--- src/rtl/cpu_ctrl_pkg.sv ---
// Shared types and constants for the hardwired control sequencer.
// States, opcode values and the ALU add code used by the branch path.
package cpu_ctrl_pkg;

    typedef enum logic [3:0] {
        RST,
        T0,
        T1,
        T2,
        T3,
        T4,
        T5,
        T6,
        HALT,
        FAULT
    } state_t;

    typedef struct packed {
        logic jr;
        logic jal;
        logic br;
        logic nop;
        logic halt;
        logic illegal;
    } cls_t;

    localparam logic [4:0] OPC_JR   = 5'b10011;
    localparam logic [4:0] OPC_JAL  = 5'b10100;
    localparam logic [4:0] OPC_BR   = 5'b10010;
    localparam logic [4:0] OPC_NOP  = 5'b11010;
    localparam logic [4:0] OPC_HALT = 5'b11011;

    localparam logic [4:0] ALU_ADD  = 5'b00011;

endpackage

--- src/rtl/control_decode.sv ---
// Opcode to instruction-class one-hot decoder.
// Anything not in the control-transfer class is flagged illegal.
module control_decode
    import cpu_ctrl_pkg::*;
#(
    parameter int OPC_W = 5
)
(
    input  logic [OPC_W-1:0] opc,
    output cls_t             cls
);

    // Exactly one class bit is set for every opcode value.
    always_comb begin
        cls = '0;
        if (opc == OPC_W'(OPC_JR))
            cls.jr = 1'b1;
        else if (opc == OPC_W'(OPC_JAL))
            cls.jal = 1'b1;
        else if (opc == OPC_W'(OPC_BR))
            cls.br = 1'b1;
        else if (opc == OPC_W'(OPC_NOP))
            cls.nop = 1'b1;
        else if (opc == OPC_W'(OPC_HALT))
            cls.halt = 1'b1;
        else
            cls.illegal = 1'b1;
    end

endmodule

--- src/rtl/control_sequencer.sv ---
// Hardwired fetch/execute sequencer for the simple-CPU datapath.
// Define SEQ_MEM_TIMEOUT_EN to fault on a stalled memory read.
module control_sequencer
    import cpu_ctrl_pkg::*;
#(
    parameter int IR_W        = 32,
    parameter int OPC_W       = 5,
    parameter int OP_W        = 5,
    parameter int MEM_TIMEOUT = 15
)
(
    input  logic            Clock,
    input  logic            Reset,
    input  logic [IR_W-1:0] IR,
    input  logic            CON_out,
    input  logic            MemReady,
    output logic            PCout,
    output logic            Zlowout,
    output logic            MDRout,
    output logic            Cout,
    output logic            MARin,
    output logic            PCin,
    output logic            MDRin,
    output logic            IRin,
    output logic            Yin,
    output logic            Zin,
    output logic            Rin,
    output logic            IncPC,
    output logic            Read,
    output logic            CON_in,
    output logic            Gra,
    output logic            Grb,
    output logic            Rout,
    output logic            LinkSel,
    output logic [OP_W-1:0] operation,
    output logic            Run,
    output logic            Fault
);

    state_t state, state_n;
    cls_t   cls, cls_q;
    logic   t1_first;
    logic   mem_to;
    logic [IR_W-OPC_W-1:0] unused_ir;

    assign unused_ir = IR[IR_W-OPC_W-1:0];

    control_decode #(.OPC_W(OPC_W)) u_dec (
        .opc (IR[IR_W-1 -: OPC_W]),
        .cls (cls)
    );

`ifdef SEQ_MEM_TIMEOUT_EN
    localparam int CW = $clog2(MEM_TIMEOUT + 1);
    logic [CW-1:0] wait_cnt;

    // Count consecutive stalled T1 cycles; any T1 exit clears it.
    always_ff @(posedge Clock) begin
        if (Reset || state != T1 || MemReady)
            wait_cnt <= '0;
        else
            wait_cnt <= wait_cnt + 1'b1;
    end

    assign mem_to = (state == T1) && !MemReady &&
                    (wait_cnt == CW'(MEM_TIMEOUT - 1));
`else
    logic [31:0] unused_mem_timeout;
    assign unused_mem_timeout = 32'(MEM_TIMEOUT);
    assign mem_to = 1'b0;
`endif

    // State register, first-T1 flag and class latched at end of T2.
    always_ff @(posedge Clock) begin
        if (Reset) begin
            state    <= RST;
            t1_first <= 1'b0;
            cls_q    <= '0;
        end else begin
            state    <= state_n;
            t1_first <= (state == T0);
            if (state == T2)
                cls_q <= cls;
        end
    end

    // Next-state logic and strobe decode from the registered state.
    always_comb begin
        state_n   = state;
        PCout     = 1'b0;
        Zlowout   = 1'b0;
        MDRout    = 1'b0;
        Cout      = 1'b0;
        MARin     = 1'b0;
        PCin      = 1'b0;
        MDRin     = 1'b0;
        IRin      = 1'b0;
        Yin       = 1'b0;
        Zin       = 1'b0;
        Rin       = 1'b0;
        IncPC     = 1'b0;
        Read      = 1'b0;
        CON_in    = 1'b0;
        Gra       = 1'b0;
        Grb       = 1'b0;
        Rout      = 1'b0;
        LinkSel   = 1'b0;
        operation = '0;
        Run       = 1'b0;
        Fault     = 1'b0;
        unique case (state)
            RST: state_n = T0;
            T0: begin
                Run     = 1'b1;
                PCout   = 1'b1;
                MARin   = 1'b1;
                IncPC   = 1'b1;
                Zin     = 1'b1;
                state_n = T1;
            end
            T1: begin
                Run     = 1'b1;
                Zlowout = 1'b1;
                PCin    = t1_first;
                Read    = 1'b1;
                MDRin   = 1'b1;
                if (mem_to)
                    state_n = FAULT;
                else if (MemReady)
                    state_n = T2;
            end
            T2: begin
                Run     = 1'b1;
                MDRout  = 1'b1;
                IRin    = 1'b1;
                state_n = T3;
            end
            T3: begin
                Run = 1'b1;
                unique case (1'b1)
                    cls_q.jr: begin
                        Gra     = 1'b1;
                        Rout    = 1'b1;
                        PCin    = 1'b1;
                        state_n = T0;
                    end
                    cls_q.jal: begin
                        PCout   = 1'b1;
                        Rin     = 1'b1;
                        LinkSel = 1'b1;
                        state_n = T4;
                    end
                    cls_q.br: begin
                        Gra     = 1'b1;
                        Rout    = 1'b1;
                        CON_in  = 1'b1;
                        state_n = T4;
                    end
                    cls_q.nop:     state_n = T0;
                    cls_q.halt:    state_n = HALT;
                    cls_q.illegal: state_n = FAULT;
                    default:       state_n = FAULT;
                endcase
            end
            T4: begin
                Run = 1'b1;
                if (cls_q.jal) begin
                    Gra     = 1'b1;
                    Rout    = 1'b1;
                    PCin    = 1'b1;
                    state_n = T0;
                end else begin
                    PCout   = 1'b1;
                    Yin     = 1'b1;
                    state_n = T5;
                end
            end
            T5: begin
                Run       = 1'b1;
                Cout      = 1'b1;
                Zin       = 1'b1;
                operation = OP_W'(ALU_ADD);
                state_n   = T6;
            end
            T6: begin
                Run     = 1'b1;
                Zlowout = 1'b1;
                PCin    = CON_out;
                state_n = T0;
            end
            HALT:    state_n = HALT;
            FAULT: begin
                Fault   = 1'b1;
                state_n = FAULT;
            end
            default: state_n = FAULT;
        endcase
    end

endmodule

--- config.mk ---
export PLATFORM = sky130hd
export DESIGN_NAME = control_sequencer
export DESIGN_NICKNAME = d
export VERILOG_FILES = /design/src/rtl/cpu_ctrl_pkg.sv /design/src/rtl/control_decode.sv /design/src/rtl/control_sequencer.sv
export SDC_FILE = /design/constraint.sdc
export NUM_CORES = 1
export LEC_CHECK = 0
export ABC_CLOCK_PERIOD_IN_PS = 1300
export BUFFER_PORTS_ARGS = -buffer_cell sky130_fd_sc_hd__buf_2
export CAP_MARGIN = 30
export CORE_MARGIN = 3
export CORE_UTILIZATION = 35
export CTS_BUF_LIST = sky130_fd_sc_hd__clkbuf_4
export DETAILED_ROUTE_END_ITERATION = 8
export PLACE_DENSITY = 0.78
export SYNTH_ARGS = -nofsm -noshare
export SYNTH_HDL_FRONTEND = slang
export SYNTH_SLANG_ARGS = --single-unit
--- constraint.sdc ---
create_clock -name Clock -period 1.3 [get_ports Clock]
set_input_delay 0.26 -clock Clock [delete_from_list [all_inputs] [get_ports Clock]]
set_output_delay 0.26 -clock Clock [all_outputs]
set_load 0.005 [all_outputs]
==> metrics.txt, run 1 <==
WP data required 1.04 ns; DRT Pass-1 Iters 4; hold slack ~0.29 ns; Clk Latency, worst-skew pair roughly 0.27 ns; Hold Vio Cnt, Final 0; Die X approximately 53 um; power density over the cells around 730 nW/um2; TritonCTS Buffers 3; DR vias/cell between 5 and 6; I/O pin total about 60; RSZ-0062 raised after global routing yes; worst hold path class input port to flip-flop; failing checks setup timing; Crit. End Element output pin; CP Launch Type flip-flop; vias in the first global route ~760; Layout Utilization roughly three fifths; Area Overhead vs Synth 62.07%; cell area after layout between 1000 and 1500 um2; Max stage delay on crit path 0.37 ns; Worst Path Arrival roughly 1.4 ns; Total Neg Setup Slack -4.671 ns; post-route ant nets 0; peak supply drop slightly above 0.5 mV; htree depth 1; DP Cell Count ~160; Final period util 124.1%; final slew viol count 0; slowest library cell on the worst path dfxtp_4; initial drt markers 33; DP Area 978.4 um2; GRT met3 Usage about 2.6%; diodes inserted 0; RePlAce Congestion roughly 0.8; register area share after synthesis between 20% and 30%; CP Cell Sequence buf_12 > nor3b_4 > a31oi_4 > a2bb2oi_2 > nor2_1 > buf_2; TritonCTS clock tree built; first-pass GRT wire length between 3000 and 4000 um; final setup margin -0.3139 ns; Die H between 50 and 60 um; Bufs and invs on worst path 2; Core Region between 2000 and 2500 um2; worst-path maximum fanout 6; Post-synth EDFFs 0; Detailed Place HPWL roughly 1500 um; Num Clock Sinks 10; Synthesis Warnings 0; synthesized instance count just over 100; routed via count around 840; Core Rows 16; Synth Flop Type dfxtp_1; min cycle time layout approximately 1.6 ns; Nets about 180; hold_buf cts 0; synthesized area per cell 7.544 um2; Die ar. ~2800 um2; synth unique cells 36; status finished with violations; Final Non-Filler Cells ~170; fmax around 0.62 GHz; crit-path leading delay family flip-flops; total power around 0.9 mW; leakage power about 0.57 nW; DRC errors left 0; clk_skew a little under 0.01 ns; grt met1 use approximately 17%; met2 Track Usage GR roughly 30%; GRT busiest layer met2; WL/cell 12.97 um; layout cells sized above 1 57.86%; total track usage ~16%; Post-synth ARST share 0%; final WL 2166 um; Root Buffer Master clkbuf_4; Port Buffers 29; Yosys reg bits 10; clock slew at reported path FFs approximately 0.070 ns; clock tree buffer depth 2; Finish-stage setup viols 26; initial antenna violation count 0; grt total ovfl 0; Post-Syn Area ~760 um2; Starting Density 38.06%; pre-CTS WS -0.06448 ns; largest net degree at the start of global routing 12; kind of critical path flip-flop to output pin; maxcap violations 0
[final cells by class]
type	instances	area, um2
fillers	183	767.0
multi-input cells	70	561.8
repair buffers	51	380.4
flip-flops and latches	10	211.5
well taps	27	33.78
clock buffers	3	22.52
inverters	5	21.27
clock inverters	1	3.754
[logic make-up after synthesis]
logic type	count (synthesis)	share of synthesized area, %
other cells	1	0.4921
compound gates	18	16.09
xor+xnor	1	1.150
buf+inv	24	19.70
flops	10	26.27
mux	1	1.314
simple gates	46	34.98
[worst paths after layout]
path / from / end / slack (ns) / cells after the start
worst min-delay path: Reset / state[1] / 0.29 / 2
worst max-delay path: state[2] / PCin / -0.31 / 6
worst min register to register: cls_q[5] / cls_q[5] / 0.53 / 2
worst max register to register: state[2] / cls_q[5] / -0.15 / 7
[routing by layer]
| layer | vias up | share of wire, % |
|---|---|---|
| li1 | 419 | - |
| met1 | 393 | 40 |
| met2 | 32 | 52 |
| met3 | 0 | 7.2 |
| met4 | 0 | 0 |
| met5 | - | 0 |
[timing repair]
item	in CTS	in global routing
cloned	0	1
buffers inserted	3	2
pin swaps	8	7
gates resized for setup	21	19
endpoints found under the setup margin	25	27
[state kept, by name (all words and copies together), names as in the netlist]
signal    flops
state         4
cls_q         5
t1_first      1
[placed cells by master (no fill, tap or decap), drive strengths merged]
master / instances
dfxtp: 10
o211ai: 1
a211oi: 1
buf: 50
inv: 5
clkbuf: 4
nand2b: 3
o21ai: 3
a41o: 1
nor3b: 1
a2bb2oi: 1
nor4: 6
nand2: 7
nand3: 1
a21o: 1
nor2: 11
conb: 4
xor2: 1
nor3: 8
a31oi: 1
nand4bb: 1
nor4b: 1
and2: 2
mux2i: 1
a21oi: 4
nor2b: 4
a32oi: 2
clkinv: 1
a22oi: 3
nand3b: 1
[synth_stat cells, drive strengths merged, types with 2 or more instances]
| master | count | share of area [%] |
|---|---|---|
| a21oi | 4 | 2.6 |
| a22oi | 3 | 3.0 |
| a32oi | 2 | 2.3 |
| and2 | 2 | 1.6 |
| buf | 17 | 16 |
| clkbuf | 2 | 0.99 |
| dfxtp | 10 | 26 |
| inv | 5 | 2.5 |
| nand2 | 7 | 3.4 |
| nand2b | 3 | 2.5 |
| nor2 | 11 | 5.4 |
| nor2b | 4 | 3.3 |
| nor3 | 8 | 6.6 |
| nor4 | 6 | 6.9 |
| o21ai | 3 | 2.0 |
[power by group]
part           leakage [nW]  internal, mW  switching, mW
Clock                0.0154         0.111          0.112
Sequential           0.0839         0.320         0.0249
Combinational         0.474         0.171          0.160
Note: power is estimated with default switching activity, not from simulation.
==> run 2, diff against run 1 <==
SKIP_CTS_REPAIR_TIMING = 1   (was unset)
==> run 2 against run 1 <==
Effect of this change: clock-buffer cell count is the same; sequential power about the same; the run still ends with setup timing left; routed wire length down 0.78%; final area down 1.9%; largest power group unchanged; die area unchanged.
==> metrics.txt, run 2 (synthesis gave the netlist of run 1 again) <==
peak supply drop 0.5101 mV; most common cell after layout, fill and taps aside buf_2; pre-CTS WS -0.06448 ns; clk_skew ~0.0059 ns; WL/cell around 13 um; GRT busiest layer met2; layout cells sized above 1 55.63%; DRT Pass-1 Iters 4; initial antenna violation count 0; min cycle time layout 1.596 ns; Core Region ~2000 um2; Port Buffers 29; I/O pin total 61; DR vias/cell 5.012; Num Clock Sinks 10; commonest non-fill, non-tap cells in the layout buf_2 (25), buf_4 (16), nor2_1 (10), buf_6 (10), nand2_1 (6); DP Cell Count between 150 and 200; worst reg2reg path depth 7; GRT met3 Usage ~2.6%; final WL approximately 2100 um; total track usage between 10% and 20%; Crit. End Element output pin; DRC errors left 0; clock tree buffer depth 2; TritonCTS Buffers 3; Finish-stage setup viols 25; fmax approximately 0.63 GHz; post-route ant nets 0; grt met1 use ~17%; fill cell total of the finished layout 200; final setup margin -0.2956 ns; Final period util 122.7%; Most flops, register cls_q; routed via count between 800 and 900; RSZ-0062 raised after global routing yes; worst hold path class input port to flip-flop; final slew viol count 0; maxcap violations 0; CP Launch Type flip-flop; Die ar. approximately 2800 um2; Layout Utilization roughly three fifths; worst-path maximum fanout 2; leakage power approximately 0.56 nW; Area Overhead vs Synth 58.95%; Detailed Place HPWL 1463 um; failing checks setup timing; Worst Path Arrival roughly 1.3 ns; Root Buffer Master clkbuf_4; power density over the cells ~720 nW/um2; initial drt markers 26; Nets approximately 180; met2 Track Usage GR between 20% and 30%; largest net degree at the start of global routing 13; max FFs per register 5; vias in the first global route between 700 and 800; kind of critical path flip-flop to output pin; diodes inserted 0; Die X 52.66 um; Core Rows 16; multi-input logic area 515.5 um2; clock slew at reported path FFs roughly 0.070 ns; WP data required between 1 and 1.5 ns; Die H approximately 53 um; status finished with violations; RePlAce Congestion roughly 0.80; Clk Latency, worst-skew pair approximately 0.27 ns; sequential cell area ~210 um2; htree depth 1; first-pass GRT wire length approximately 3000 um; Starting Density about two fifths; Worst Hold Path Cells 2; grt total ovfl 0; Hold Vio Cnt, Final 0; Final Non-Filler Cells about 170; Largest regs cls_q x5, state x4, t1_first x1; TritonCTS clock tree built
## run 2: worst paths after layout
check,endpoint,slack (ns),from
setup / recovery,Gra,-0.30,state[3]
hold / removal,cls_q[1],0.29,Reset
setup reg to reg,cls_q[1],-0.07,state[2]
hold reg to reg,cls_q[2],0.54,cls_q[2]
## run 2: layer usage
| metal | wire length, um | share of wire (%) |
|---|---|---|
| met5 | 0 | 0 |
| met4 | 0 | 0 |
| met3 | 154 | 7.2 |
| met2 | 1150 | 54 |
| met1 | 844 | 39 |
## run 2: where the power goes
part / switching (mW) / total, mW / leakage, nW / internal [mW]
logic: 0.147 / 0.310 / 0.465 / 0.162
clock network: 0.111 / 0.221 / 0.0154 / 0.111
registers: 0.0256 / 0.346 / 0.0839 / 0.320
## run 2: metrics by stage
stage          power (mW)  instance area [um2]   TNS, ns  hold slack (ns)
3_3_place_gp       0.5968                978.4   -0.1967           0.5162
4_1_cts            0.8300                 1005    -6.237           0.2845
2_1_floorplan      0.5077                785.8  -0.06030           0.4083
6_report           0.8769                 1211    -4.406           0.2870
5_1_grt            0.9372                 1211    -6.422           0.2987
3_5_place_dp       0.6026                978.4   -0.2666           0.5218
## run 2: area by class of cell
class / instances / area share, %
multi-input cells: 70 / 42.56
repair buffers: 53 / 33.26
flip-flops and latches: 10 / 17.46
well taps: 27 / 2.789
clock buffers: 3 / 1.860
inverters: 5 / 1.756
clock inverters: 1 / 0.3099
## run 2: worst max-delay path: stages, from the launching register on
cell	delay, ns
dfxtp_2	0.33
nand2b_4	0.15
nor3_4	0.19
and2_4	0.17
a41o_1	0.11
buf_2	0.12
